[config.mk]
export PLATFORM = sky130hd
export DESIGN_NAME = led_mode_sched_flat
export DESIGN_NICKNAME = d
export VERILOG_FILES = /design/src/rtl/led_mode_sched_if.sv /design/src/rtl/led_mode_sched.sv /design/src/flat_wrapper.sv
export SDC_FILE = /design/constraint.sdc
export NUM_CORES = 1
export LEC_CHECK = 0
export ABC_AREA = 0
export CELL_PAD_IN_SITES_DETAIL_PLACEMENT = 0
export CELL_PAD_IN_SITES_GLOBAL_PLACEMENT = 1
export CORE_UTILIZATION = 49
export CTS_BUF_LIST = sky130_fd_sc_hd__clkbuf_8
export DETAILED_ROUTE_END_ITERATION = 12
export PLACE_DENSITY = 0.95
export SLEW_MARGIN = 15
export SYNTH_ARGS = -nofsm -noshare
export SYNTH_HDL_FRONTEND = slang
export SYNTH_SLANG_ARGS = --single-unit
[constraint.sdc]
create_clock -name clk -period 2.85 [get_ports clk]
set_input_delay 0.285 -clock clk [delete_from_list [all_inputs] [get_ports clk]]
set_output_delay 0.285 -clock clk [all_outputs]
set_load 0.005 [all_outputs]
[src/rtl/led_mode_sched_if.sv]
// Signal bundle between the mode scheduler and its users: the host command port,
// the debounced key, the auto-rotate enable and the pattern-FSM drive outputs.
// Handshake: a host request transfers on a rising clk edge where cmd_valid && cmd_ready.
// cmd_valid and cmd_mode must be held until then. key_valid is a one-cycle pulse with no
// back-pressure.
interface led_mode_sched_if;
  logic       cmd_valid;
  logic [1:0] cmd_mode;
  logic       cmd_ready;
  logic       key_valid;
  logic [1:0] key_mode;
  logic       auto_en;
  logic [1:0] mode;
  logic       tick;
  logic       restart;
  logic       blank;
  logic [1:0] grant;
  logic       state_out;

  // Requester / observer side.
  modport master (
    output cmd_valid, cmd_mode, key_valid, key_mode, auto_en,
    input  cmd_ready, mode, tick, restart, blank, grant, state_out
  );

  // Scheduler side.
  modport slave (
    input  cmd_valid, cmd_mode, key_valid, key_mode, auto_en,
    output cmd_ready, mode, tick, restart, blank, grant, state_out
  );
endinterface

[src/rtl/led_mode_sched.sv]
// Mode scheduler for the 4-LED pattern FSM. Arbitrates host, key and auto-rotate
// mode requests (host > key > auto). Every real mode change restarts the pattern
// after a BLANK_TICKS-step LEDs-off gap.
// Optional feature: define LED_SCHED_AUTO_EN to build the dwell counter and the
// auto-rotate request. Without it, auto_en is ignored.
module led_mode_sched #(
  parameter int unsigned TICK_DIV    = 12500000,
  parameter int unsigned BLANK_TICKS = 2,
  parameter int unsigned DWELL_TICKS = 16,
  parameter logic [1:0]  INIT_MODE   = 2'b00
) (
  input logic             clk,
  input logic             rst,
  led_mode_sched_if.slave sif
);
  localparam int TW = $clog2(TICK_DIV);
  localparam int BW = (BLANK_TICKS > 1) ? $clog2(BLANK_TICKS) : 1;
  localparam logic [TW-1:0] TICK_LAST  = TW'(TICK_DIV - 1);
  localparam logic [BW-1:0] BLANK_LAST = BW'(BLANK_TICKS - 1);

  localparam logic [1:0] GNT_NONE = 2'b00;
  localparam logic [1:0] GNT_HOST = 2'b01;
  localparam logic [1:0] GNT_KEY  = 2'b10;
  localparam logic [1:0] GNT_AUTO = 2'b11;

  typedef enum logic {S_RUN = 1'b0, S_BLANK = 1'b1} state_t;

  state_t        state_q;
  logic [1:0]    mode_q;
  logic          restart_q;
  logic          blank_q;
  logic [1:0]    grant_q;
  logic [TW-1:0] tcnt_q;
  logic [BW-1:0] bcnt_q;
  logic          pend_q;
  logic [1:0]    pmode_q;

  logic       is_run;
  logic       strobe;
  logic       tick_w;
  logic       key_req;
  logic [1:0] key_tgt;
  logic       auto_due;
  logic       take_host;
  logic       take_key;
  logic       take_auto;
  logic       accept;
  logic       do_switch;
  logic [1:0] req_src;
  logic [1:0] req_mode;

  assign is_run  = (state_q == S_RUN);
  assign strobe  = (tcnt_q == TICK_LAST);
  assign tick_w  = strobe & is_run & ~restart_q;
  // A fresh key pulse overrides a buffered one (last wins).
  assign key_req = sif.key_valid | pend_q;
  assign key_tgt = sif.key_valid ? sif.key_mode : pmode_q;

  assign take_host = is_run & sif.cmd_valid;
  assign take_key  = is_run & ~sif.cmd_valid & key_req;
  assign take_auto = is_run & ~sif.cmd_valid & ~key_req & auto_due;
  assign accept    = take_host | take_key | take_auto;
  assign do_switch = accept & (req_mode != mode_q);

  // Winner's source code and target mode.
  always_comb begin
    req_src  = GNT_NONE;
    req_mode = mode_q;
    if (take_host) begin
      req_src  = GNT_HOST;
      req_mode = sif.cmd_mode;
    end else if (take_key) begin
      req_src  = GNT_KEY;
      req_mode = key_tgt;
    end else if (take_auto) begin
      req_src  = GNT_AUTO;
      req_mode = mode_q + 2'd1;
    end
  end

`ifdef LED_SCHED_AUTO_EN
  localparam int DW = (DWELL_TICKS > 1) ? $clog2(DWELL_TICKS) : 1;
  localparam logic [DW-1:0] DWELL_LAST = DW'(DWELL_TICKS - 1);
  logic [DW-1:0] dwell_q;

  // An auto request that loses arbitration is simply dropped.
  assign auto_due = sif.auto_en & tick_w & (dwell_q == DWELL_LAST);

  // Dwell counter: RUN ticks since the last accepted request.
  always_ff @(posedge clk or posedge rst) begin
    if (rst) begin
      dwell_q <= '0;
    end else if (accept) begin
      dwell_q <= '0;
    end else if (tick_w) begin
      dwell_q <= (dwell_q == DWELL_LAST) ? '0 : dwell_q + DW'(1);
    end
  end
`else
  localparam int unsigned unused_dwell_ticks = DWELL_TICKS;
  logic unused_auto_en;
  assign unused_auto_en = sif.auto_en;
  assign auto_due       = 1'b0;
`endif

  // RUN/BLANK state machine with step counter, key buffer and registered outputs.
  always_ff @(posedge clk or posedge rst) begin
    if (rst) begin
      state_q   <= S_RUN;
      mode_q    <= INIT_MODE;
      restart_q <= 1'b0;
      blank_q   <= 1'b0;
      grant_q   <= GNT_NONE;
      tcnt_q    <= '0;
      bcnt_q    <= '0;
      pend_q    <= 1'b0;
      pmode_q   <= 2'b00;
    end else begin
      restart_q <= 1'b0;
      tcnt_q    <= strobe ? '0 : tcnt_q + TW'(1);
      // Consumed key clears the buffer; an unserved pulse is latched.
      if (take_key) begin
        pend_q <= 1'b0;
      end else if (sif.key_valid) begin
        pend_q  <= 1'b1;
        pmode_q <= sif.key_mode;
      end
      case (state_q)
        S_RUN: begin
          if (do_switch) begin
            state_q   <= S_BLANK;
            mode_q    <= req_mode;
            grant_q   <= req_src;
            restart_q <= 1'b1;
            blank_q   <= 1'b1;
            tcnt_q    <= '0;
            bcnt_q    <= '0;
          end
        end
        S_BLANK: begin
          if (strobe) begin
            if (bcnt_q == BLANK_LAST) begin
              state_q <= S_RUN;
              blank_q <= 1'b0;
              bcnt_q  <= '0;
            end else begin
              bcnt_q <= bcnt_q + BW'(1);
            end
          end
        end
        default: state_q <= S_RUN;
      endcase
    end
  end

  assign sif.cmd_ready = is_run;
  assign sif.mode      = mode_q;
  assign sif.tick      = tick_w;
  assign sif.restart   = restart_q;
  assign sif.blank     = blank_q;
  assign sif.grant     = grant_q;
  assign sif.state_out = (state_q == S_BLANK);
endmodule

[src/flat_wrapper.sv]
// flat-port wrapper written by rule: the top's interface ports become plain ports
module led_mode_sched_flat 
#(
  parameter int unsigned TICK_DIV    = 12500000,
  parameter int unsigned BLANK_TICKS = 2,
  parameter int unsigned DWELL_TICKS = 16,
  parameter logic [1:0]  INIT_MODE   = 2'b00
)
  (clk, rst, sif_cmd_valid, sif_cmd_mode, sif_key_valid, sif_key_mode, sif_auto_en, sif_cmd_ready, sif_mode, sif_tick, sif_restart, sif_blank, sif_grant, sif_state_out);
  led_mode_sched_if sif_i ();
  input logic clk;
  input logic rst;
  input wire logic [$bits(sif_i.cmd_valid)-1:0] sif_cmd_valid;
  input wire logic [$bits(sif_i.cmd_mode)-1:0] sif_cmd_mode;
  input wire logic [$bits(sif_i.key_valid)-1:0] sif_key_valid;
  input wire logic [$bits(sif_i.key_mode)-1:0] sif_key_mode;
  input wire logic [$bits(sif_i.auto_en)-1:0] sif_auto_en;
  output wire logic [$bits(sif_i.cmd_ready)-1:0] sif_cmd_ready;
  output wire logic [$bits(sif_i.mode)-1:0] sif_mode;
  output wire logic [$bits(sif_i.tick)-1:0] sif_tick;
  output wire logic [$bits(sif_i.restart)-1:0] sif_restart;
  output wire logic [$bits(sif_i.blank)-1:0] sif_blank;
  output wire logic [$bits(sif_i.grant)-1:0] sif_grant;
  output wire logic [$bits(sif_i.state_out)-1:0] sif_state_out;
  assign sif_i.cmd_valid = sif_cmd_valid;
  assign sif_i.cmd_mode = sif_cmd_mode;
  assign sif_i.key_valid = sif_key_valid;
  assign sif_i.key_mode = sif_key_mode;
  assign sif_i.auto_en = sif_auto_en;
  assign sif_cmd_ready = sif_i.cmd_ready;
  assign sif_mode = sif_i.mode;
  assign sif_tick = sif_i.tick;
  assign sif_restart = sif_i.restart;
  assign sif_blank = sif_i.blank;
  assign sif_grant = sif_i.grant;
  assign sif_state_out = sif_i.state_out;
  led_mode_sched #(.TICK_DIV(TICK_DIV), .BLANK_TICKS(BLANK_TICKS), .DWELL_TICKS(DWELL_TICKS), .INIT_MODE(INIT_MODE)) u_core (.clk(clk), .rst(rst), .sif(sif_i));
endmodule
==> flow_summary.yaml, run 1 <==
floorplanning:
  die_w_um: 60.6
  die_area_um2: 3680
  start_util_pct: 53.4
  io_pins: 18
  die_y_um: 60.6
  fp.coreArea_um2: 3150
  num_rows: 20
sta:
  rsz0062_at_grt: "no"
  whs_ns: 0.386
  tightest_slew_ns: 0.735
  tns_ns: 0
  setup_viol: 0
  period_minus_slack_ns: 2.76
  final_max_slew_viol_count: 0
  relSlewSlack_pct: 50.5
  hold_viol: 0
  skew_ns: 0.00694
  timing.final.crit_share_pct: 96.8
  fmax_mhz: 362
critical_path:
  path_buf_inv: 1
  critical_path.top_delay_family: "simple AND/OR/NAND/NOR gates"
  ff2ff_setup_slack_ns: 0.63
  end_kind: "output pin"
  cp_data_arrival_time_ns: 2.47
  startpoint: "u_core.tcnt_q[8]"
  worstRegToRegCells: 6
  r2r-end: "u_core.tcnt_q[17]"
  cpMaxStageDelayCell: "or4_1"
  critPathMaxStageDelay_ns: 0.54
  worstSetupStartpointType: "flop"
  cp_cell_sequence: "or4_1 > nor4_2 > nand4_2 > nor3_1 > clkdlybuf4s50_1"
  crit_type: "reg -> out"
  worstPathRequired_ns: 2.57
  critical_path.max_fanout: 5
  r2r-start: "u_core.tcnt_q[8]"
global_route:
  grt_max_degree: 36
  grt_first_pass_wirelength_mm: 5.31
  antenna_found_initial: 0
  grt_use_total_pct: 20.2
  grt_pass1_vias: 1209
  grt_overflow: 0
clock_network:
  cts_tree: "done"
  clkLatencyLatePin_ns: 0.29
  cts_made_buffers: 5
  postCtsResizedCells: 0
  numClockSinks: 35
  clockBufferDepth: 2
  clockRootBuffer: "clkbuf_8"
  path_clk_slew_ns: 0.07
  htree_levels: 2
route:
  wl_mm: 3.12
  viasPerCell: 5.16
  drc_errors: 0
  drt-initial-drc-count: 91
  postRouteAntennaNets: 0
  wl_per_cell_um: 13.1
  drt_first_pass_iters: 4
  vias: 1227
logic_synthesis:
  syn_nets: 178
  yosys_register_bits: 35
  syn_area_per_cell_um2: 10.0
  synthesis.area_um2: 1680
  synthCells: 168
  yosysSeqAreaShare_pct: 52.0
  yosysWarnings: 0
  synth_cell_type_count: 29
layout:
  regArea_um2: 876
  mostFrequentLayoutCells: "nor2_1, dfrtp_1, clkdlybuf4s50_1, xor2_1, nand3_1"
  multi_input_area_um2: 759
  num_antenna_cells: 0
  drive_gt1_share_pct: 9.28
  finalNetCount: 203
  areaGrowthSynthToFinish_pct: 18.4
  n_fill_cell: 277
power:
  leakage_uw: 0.000931
  irDropWorstVdd_mv: 0.385
  power_density_nw_per_um2: 526
place:
  gp_congestion: 0.778
  port_buffers: 16
  post-dp-hpwl_mm: 2.15
status:
  status: "finished clean"
min_path:
  hold_path.class: "in -> async"
job:
  cap_violations: 0
tightest hold or removal path: cells and delay by family:
kind | cells | cell delay (ns)
buffers and inverters | 3 | 0.82
per-stage QoR:
step                      std cells  util [%]  setup WS, ns  instance area [µm²]  power [µW]
after floorplan                 168         -          1.07                 1680         667
after global placement          226      59.6         0.424                 1880         704
after detailed placement        226      59.6         0.372                 1880         712
after CTS                       234      62.3        0.0494                 1960        1060
after global routing            238      63.3       0.00276                 1990        1100
final                           238      63.3        0.0905                 1990        1050
state kept, by name (all words and copies together), names as in the netlist:
register,cells
u_core.sif.grant,2
u_core.bcnt_q,1
u_core.sif.state_out,1
u_core.pend_q,1
u_core.sif.restart,1
u_core.sif.blank,1
u_core.sif.mode,2
u_core.pmode_q,2
u_core.tcnt_q,24
Yosys cell counts (all sizes together):
cell | number | share of area (%)
nor3 | 5 | 1.5
nor2 | 35 | 7.8
nand4bb | 1 | 0.67
and2 | 1 | 0.37
inv | 6 | 1.3
nand4 | 6 | 2.6
xor2 | 15 | 7.8
o22ai | 1 | 0.37
a21oi | 3 | 0.89
nor2b | 1 | 0.37
nor4 | 2 | 2.0
xnor2 | 12 | 6.2
and3 | 4 | 1.5
a221oi | 1 | 0.52
o31ai | 1 | 0.45
or4 | 1 | 0.45
and4 | 2 | 1.0
nand3 | 14 | 4.5
buf | 2 | 1.3
ha | 1 | 0.74
nand2 | 11 | 2.5
o21ai | 5 | 1.7
dfrtp | 35 | 52
clkbuf | 1 | 0.22
mux2i | 2 | 1.2
cell families after synthesis:
logic type,synth area share (%)
AOI/OAI and AO/OA,3.94
DFF,52.0
xor gates and xnor gates,14.0
muxes,1.19
and+or+nand+nor,25.2
buffers and inverters,2.90
adders and majority gates,0.743
layout make-up:
| cell class | instances | area share, % |
|---|---|---|
| multi-input cells | 124 | 38.1 |
| well taps | 44 | 2.76 |
| clock inverters | 3 | 0.753 |
| flip-flops and latches | 35 | 43.9 |
| repair buffers | 21 | 9.91 |
| clock buffers | 5 | 3.45 |
| inverters | 6 | 1.13 |
repair_timing:
action / CTS / global route
setup buffers: 0 / 4
hold buffers: 0 / 0
setup endpoints to repair: 0 / 1
how the worst max path moves through the flow:
| stage | end | slack, ns | cells past startpoint |
|---|---|---|---|
| finish | sif_tick | 0.09 | 5 |
| CTS | sif_tick | 0.05 | 6 |
| detailed placement | sif_tick | 0.37 | 6 |
| floorplan | sif_tick | 1.07 | 5 |
| global route | sif_tick | 0.003 | 5 |
| global placement | sif_tick | 0.42 | 6 |
power by group:
part	switching, µW	total (µW)	internal [µW]
clock	179	346	167
sequential	51.7	590	538
combinational	55.0	114	58.6
routing by layer:
| metal | vias up | GRT usage [%] | wire (µm) |
|---|---|---|---|
| met5 | - | 0 | 0 |
| met4 | 0 | 8.12 | 50 |
| met3 | 5 | 7.04 | 99 |
| met2 | 14 | 32.3 | 1500 |
| met1 | 593 | 25.2 | 1470 |
| li1 | 615 | - | - |
Note: power is estimated with default switching activity, not from simulation.
==> run 2: changes to the inputs <==
ABC_CLOCK_PERIOD_IN_PS = 2850   (was unset)
==> results of run 2 <==
No change in the layout: final DEF, timing and power equal those of run 1.
